**src/rtl/product_acc_pkg.sv**
```systemverilog
// Shared constants and state encoding for the product accumulator slice.
package product_acc_pkg;

  localparam int unsigned PROD_W_DEF = 16;

  typedef enum logic {
    ACCUM = 1'b0,
    HOLD  = 1'b1
  } acc_state_t;

endpackage

```
**src/rtl/product_acc_add.sv**
```systemverilog
// Combinational accumulator adder: acc + zero-extended product, with clamp flag.
// With PRODUCT_ACC_SAT_EN defined the add clamps to all-ones on carry-out.
module product_acc_add
  import product_acc_pkg::*;
#(
  parameter int unsigned PROD_W = PROD_W_DEF,
  parameter int unsigned ACC_W  = 18
) (
  input  logic [ACC_W-1:0]  acc,
  input  logic [PROD_W-1:0] prod,
  output logic [ACC_W-1:0]  sum,
  output logic              clamp
);

  logic [ACC_W-1:0] prod_ext;

  always_comb prod_ext = ACC_W'(prod);

`ifdef PRODUCT_ACC_SAT_EN
  logic [ACC_W:0] full;

  always_comb begin
    full  = {1'b0, acc} + {1'b0, prod_ext};
    clamp = full[ACC_W];
    sum   = clamp ? '1 : full[ACC_W-1:0];
  end
`else
  always_comb begin
    sum   = acc + prod_ext;
    clamp = 1'b0;
  end
`endif

endmodule

```
**src/rtl/product_accumulator.sv**
```systemverilog
// Sums LEN consecutive multiplier products and hands the total downstream.
// Optional saturation: PRODUCT_ACC_SAT_EN (otherwise wrap-around, sat_o = 0).
module product_accumulator
  import product_acc_pkg::*;
#(
  parameter int unsigned PROD_W = PROD_W_DEF,
  parameter int unsigned LEN    = 4,
  parameter int unsigned ACC_W  = 18
) (
  input  logic              clk,
  input  logic              reset,
  input  logic [PROD_W-1:0] prod_i,
  input  logic              prod_valid,
  output logic              prod_ready,
  output logic [ACC_W-1:0]  sum_o,
  output logic              sum_valid,
  input  logic              sum_ready,
  output logic              sat_o
);

  localparam int unsigned CNT_W = $clog2(LEN);

  acc_state_t       state, next_state;
  logic [ACC_W-1:0] acc;
  logic [CNT_W-1:0] cnt;
  logic             sat_acc;
  logic [ACC_W-1:0] add_sum;
  logic             add_clamp;
  logic             accept;
  logic             last;

  product_acc_add #(
    .PROD_W (PROD_W),
    .ACC_W  (ACC_W)
  ) u_add (
    .acc   (acc),
    .prod  (prod_i),
    .sum   (add_sum),
    .clamp (add_clamp)
  );

  always_comb begin
    next_state = state;
    prod_ready = 1'b0;
    sum_valid  = 1'b0;
    accept     = 1'b0;
    last       = 1'b0;
    case (state)
      ACCUM: begin
        prod_ready = 1'b1;
        accept     = prod_valid;
        last       = prod_valid && (cnt == CNT_W'(LEN - 1));
        if (last) next_state = HOLD;
      end
      HOLD: begin
        sum_valid = 1'b1;
        if (sum_ready) next_state = ACCUM;
      end
      default: next_state = ACCUM;
    endcase
  end

  // sat_acc collects clamps of the group in flight; sat_o reports the finished group.
  always_ff @(posedge clk) begin
    if (reset) begin
      state   <= ACCUM;
      acc     <= '0;
      cnt     <= '0;
      sat_acc <= 1'b0;
      sum_o   <= '0;
      sat_o   <= 1'b0;
    end else begin
      state <= next_state;
      if (accept) begin
        if (last) begin
          sum_o   <= add_sum;
          sat_o   <= sat_acc | add_clamp;
          acc     <= '0;
          cnt     <= '0;
          sat_acc <= 1'b0;
        end else begin
          acc     <= add_sum;
          cnt     <= cnt + 1'b1;
          sat_acc <= sat_acc | add_clamp;
        end
      end
      if (state == HOLD && sum_ready) sat_o <= 1'b0;
    end
  end

endmodule

```
**config.mk**
```make
export PLATFORM = sky130hd
export DESIGN_NAME = product_accumulator
export DESIGN_NICKNAME = d
export VERILOG_FILES = /design/src/rtl/product_acc_pkg.sv /design/src/rtl/product_acc_add.sv /design/src/rtl/product_accumulator.sv
export SDC_FILE = /design/constraint.sdc
export NUM_CORES = 1
export LEC_CHECK = 0
export BUFFER_PORTS_ARGS = -buffer_cell sky130_fd_sc_hd__buf_2
export CORE_MARGIN = 2
export CORE_UTILIZATION = 50
export CTS_CLUSTER_DIAMETER = 100
export DETAILED_ROUTE_END_ITERATION = 8
export PLACE_DENSITY_LB_ADDON = 0.2
export SLEW_MARGIN = 20
export SYNTH_ARGS = -nofsm -noshare
export SYNTH_HDL_FRONTEND = slang
export SYNTH_SLANG_ARGS = --single-unit
```
**constraint.sdc**
```tcl
create_clock -name clk -period 2.52 [get_ports clk]
set_input_delay 0.252 -clock clk [delete_from_list [all_inputs] [get_ports clk]]
set_output_delay 0.252 -clock clk [all_outputs]
set_load 0.01 [all_outputs]
```
=== Yosys cells after proc, flatten, opt, wreduce, memory -nomap -nowiden ===
Cells that the tools add are included.

* Bits of input ports: 20
* Memories kept: 0
* Latch bits: 0
* Bits in writable memories: 0
* Register bits after elaboration: 39
* Output and inout port bits: 21
* Memory bits (read-only): 0
* Word-level logic and storage cells: 19

* Bitwise operators: 1
* Add/sub/neg operators: 2
* $lt $le $gt $ge: 0
* Mux-type cells: 9
* Reductions and logical operators: 2
* Shifts and indexed selects: 0
* Equality and inequality tests: 1
* Multipliers: 0
* Divide/modulo/power cells: 0

{| class="wikitable"
|+ Operators with widths
! kind !! number
|-
| 18-bit by 16-bit adder with 18-bit output || 1
|-
| 18-bit 2-to-1 mux || 1
|-
| 1-bit 2-to-1 mux || 6
|-
| 2-bit by 1-bit adder with 2-bit output, second input constant || 1
|-
| 2-bit == test, second input constant || 1
|-
| 2-bit 2-to-1 mux || 1
|-
| 1-bit one-hot mux with 2 select lines || 1
|-
| 2-bit AND reduction || 1
|-
| 1-bit logical AND || 1
|-
| 1-bit inverter || 1
|}

=== Logic depth before layout (Yosys ltp) ===
* Word-level depth: 4
* Mapped depth: 9
* Depth with buffers taken out: 9

=== Modules after synthesis ===
A second synthesis with hierarchy kept.

* Cell total of the unflattened synthesis: 307
* Area, all modules: 2391.0 um^2

{| class="wikitable"
|+ By module, submodules not included
! module !! cells an instance !! area an instance (um^2) !! instances
|-
| product_accumulator || 180 || 1473.9 || 1
|-
| product_acc_add || 127 || 917.1 || 1
|}

=== Worst setup path before layout ===
No wires, ideal clock.

* Kind: register to register
* Start: register acc[0]
* End: register sum_o[16]
* Arrival: 2265 ps
* Period minus slack after synthesis: 2323 ps
* Setup slack: 197 ps
* Setup time: 58 ps
* Stages on the path, launching flop included: 10
* Buffers on the path: 0
* Cells stage by stage: dfxtp_1 > ha_1 > inv_1 > fa_1 > and2b_1 > o2111ai_2 > a211oi_2 > o211ai_2 > a2111oi_0 > a311o_2

* Word-level cells in the longest chain between the ends: 1

{| class="wikitable"
|+ RTL lines
! element !! line !! source
|-
| start: declaration || product_accumulator.sv:24 || <nowiki>logic [ACC_W-1:0] acc;</nowiki>
|-
| start signal: assignment || product_accumulator.sv:82 || <nowiki>acc <= add_sum;</nowiki>
|-
| 18-bit by 16-bit adder with 18-bit output || product_acc_add.sv:29 || <nowiki>sum = acc + prod_ext;</nowiki>
|-
| end signal: assignment || product_accumulator.sv:76 || <nowiki>sum_o <= add_sum;</nowiki>
|-
| end: declaration || product_accumulator.sv:15 || <nowiki>output logic [ACC_W-1:0] sum_o,</nowiki>
|}

No other way between the ends.
A chain may end at the register's enable or synchronous reset.

=== Worst setup path after layout ===
Same ends and word-level chain as after synthesis.

==> flow_summary.ini <==
[drt]
vias = 2235
ant_nets = 0
wl_per_cell_um = 14.9
drtIter0Drc = 175
drcViolationCount = 0
firstDrtPassIters = 4
wirelength_um = 5750
routed_via_density = 5.81

[hold_path]
worstHoldStart = sum_ready
min_path_type = in -> reg

[critical_path]
cp-end-kind = flip-flop
crit_type = reg -> reg
worstSetupEndpoint = sum_o[16]
cp_max_fo = 4
slowest_delay_ns = 0.34
rrSetupSlack_ns = 0.15
worst-path-stages = 9
path_cells = ha_2 > inv_1 > fa_2 > and2b_2 > o2111ai_4 > a211oi_2 > o211ai_2 > a2111oi_4 > a311o_2
path_buf_inv = 1
worstSetupStartpoint = acc[0]
reg2reg_depth = 9
arrival_ns = 2.62
timing.rr.start = acc[0]
cp_slowest_cell = fa_2
cp_top_family = compound AO/OA/AOI/OAI gates
start_kind = flip-flop
r2r-end = sum_o[16]
worst_ep_required_time_ns = 2.78

[sta]
hold_viol = 0
final.period_utilization = 0.940
setup_viol = 0
period_minus_slack_ns = 2.37
max_freq_mhz = 422
fin_setup_tns_ns = 0
maxSlewHeadroom = 0.620
slew_viol_final = 0
worst_pin_slew_ns = 0.564
hold_ws_ns = 0.199
skew_ns = 0.00937

[yosys]
async_flop_share = 0
syn_nets = 331
synth.ff_latch_count = 39
yosysMostFrequentCell = nand2_1
syn_area_sq_mm = 0.00235
synth_area_leaders = dfxtp_1, ha_1, a21oi_1, nand2_1, nor2_1
synth-seq-area-share = 0.333
synth_cell_types = 52
avgSynthCellArea_sq_um = 8.01
synth_edf_count = 0
synth_top_area_frac = 0.333
synth_common_cells = nand2_1, dfxtp_1, a21oi_1
yosys.area.top_type = dfxtp_1
yosys_warnings = 0
syn_inst = 293
synth_ff_type = dfxtp_1

[clock_network]
numCtsBuffers = 5
ctsHoldBuffers = 0
insertion_delay_ns = 0.30
cts-root-buf = clkbuf_8
cts.sinks = 39
clk_pin_slew_ns = 0.08
clockBufferDepth = 2
htree_levels = 2
cts_tree = done

[global_routing]
grt_start_max_net_pins = 28
grt.total_usage = 0.230
overflow = 0
grt_pass1_wl_um = 9470
grt_pass1_vias = 2068
antenna_found_initial = 0

[floorplan]
num_rows = 24
die_w_um = 72.5
dieArea_sq_mm = 0.00526
initial_core_util = 0.528
pin_count = 41
die_y_um = 72.5
coreArea_sq_mm = 0.00444

[placement]
port-buffer-count = 39
dp_cells = 375
dpl.hpwl_um = 4100
globalplace.congestion = 0.827

[pwr]
ir_drop_uv = 445
total_leakage_power_nw = 1.24
p_per_area_mw_per_mm2 = 651

[final_layout]
areaGrowthSynthToFinish_pct = 19.0
final_layout_size_suffix_gt1_frac = 0.207
n_fill_cell = 415
fin_util = 0.628
diodes = 0
finalNetCount = 370
fin_cells = 385

[outcome]
status = completed

[flow_run]
cap_violations = 0
## worst reg2reg max path, stage by stage, from the launching register on
cell and delay [ns]:
dfxtp_2 0.33, ha_2 0.17, inv_1 0.05, fa_2 0.34, and2b_2 0.26, o2111ai_4 0.18
a211oi_2 0.33, o211ai_2 0.18, a2111oi_4 0.33, a311o_2 0.15
## layout make-up
class	instances	area (sq um)	share of cell area
clock buffers	6	72.6	0.0260
clock inverters	2	60.1	0.0215
inverters	10	37.5	0.0134
multi-input cells	227	1500	0.539
flip-flops and latches	39	782	0.280
well taps	52	65.1	0.0233
repair buffers	49	270	0.0968
## timing repair
item / 4_1_cts / 5_1_grt
buffers inserted: 0 / 2
setup endpoints to repair: 1 / 5
pin swaps: 1 / 9
resized for setup: 1 / 9
## metal layers
metal | track usage | wire length [um]
met1 | 0.312 | 2630
met3 | 0.0542 | 311
met2 | 0.360 | 2740
met5 | 0 | 0
met4 | 0.0782 | 73
## cell usage in the layout, fill, tap and decap left out, types with 2 or more instances in the layout
cell type / n
nand2_1: 40
buf_2: 39
dfxtp_1: 38
a21oi_1: 33
nor2_1: 25
ha_1: 16
o21ai_0: 12
inv_1: 10
buf_4: 10
xnor2_1: 8
a21o_1: 8
a22oi_1: 7
nand3_1: 6
nor3b_1: 5
clkbuf_8: 5
a31oi_1: 4
a211oi_1: 3
o211ai_1: 3
or3_1: 3
a32oi_1: 3
xor2_1: 3
nor3_1: 3
o21bai_1: 3
nand4_1: 3
and3_1: 3
a211o_1: 3
o31ai_1: 3
nand3b_1: 2
nand2b_1: 2
nor4b_1: 2
bufinv_16: 2
## worst min-delay path by stage
stage	endpoint	slack, ns	cells past startpoint
after floorplan	acc[11]	0.43	2
after global placement	sum_o[12]	0.44	2
after detailed placement	sum_o[5]	0.44	2
after CTS	state	0.20	3
after global routing	state	0.20	3
final	state	0.20	3
## kinds of logic after synthesis
family / after synthesis / synth area share
other cells: 1 / 0.00160
buf+inv: 27 / 0.0469
compound gates: 95 / 0.271
xor+xnor: 11 / 0.0411
simple gates: 102 / 0.207
fa+ha+maj: 18 / 0.0992
flops: 39 / 0.333
## registers in the layout, indices dropped and copies added, names as in the netlist
register,count
state,1
cnt,2
sum_o,18
acc,18
## where the power goes
part	switching, mW	leakage, nW	internal (mW)
sequential	0.0270	0.318	0.659
clock	0.234	0.0654	0.396
combinational	0.298	0.852	0.204
total	0.559	1.24	1.26
## per-stage QoR
stage	cell area [sq um]	total power [mW]	worst slack, ns
after floorplan	2350	1.07	0.197
after global placement	2590	1.17	0.0992
after detailed placement	2590	1.17	0.000702
after CTS	2730	1.80	0.0361
after global routing	2790	1.92	-0.0350
final	2790	1.82	0.151
No activity file was read; power rests on OpenSTA's default activity.
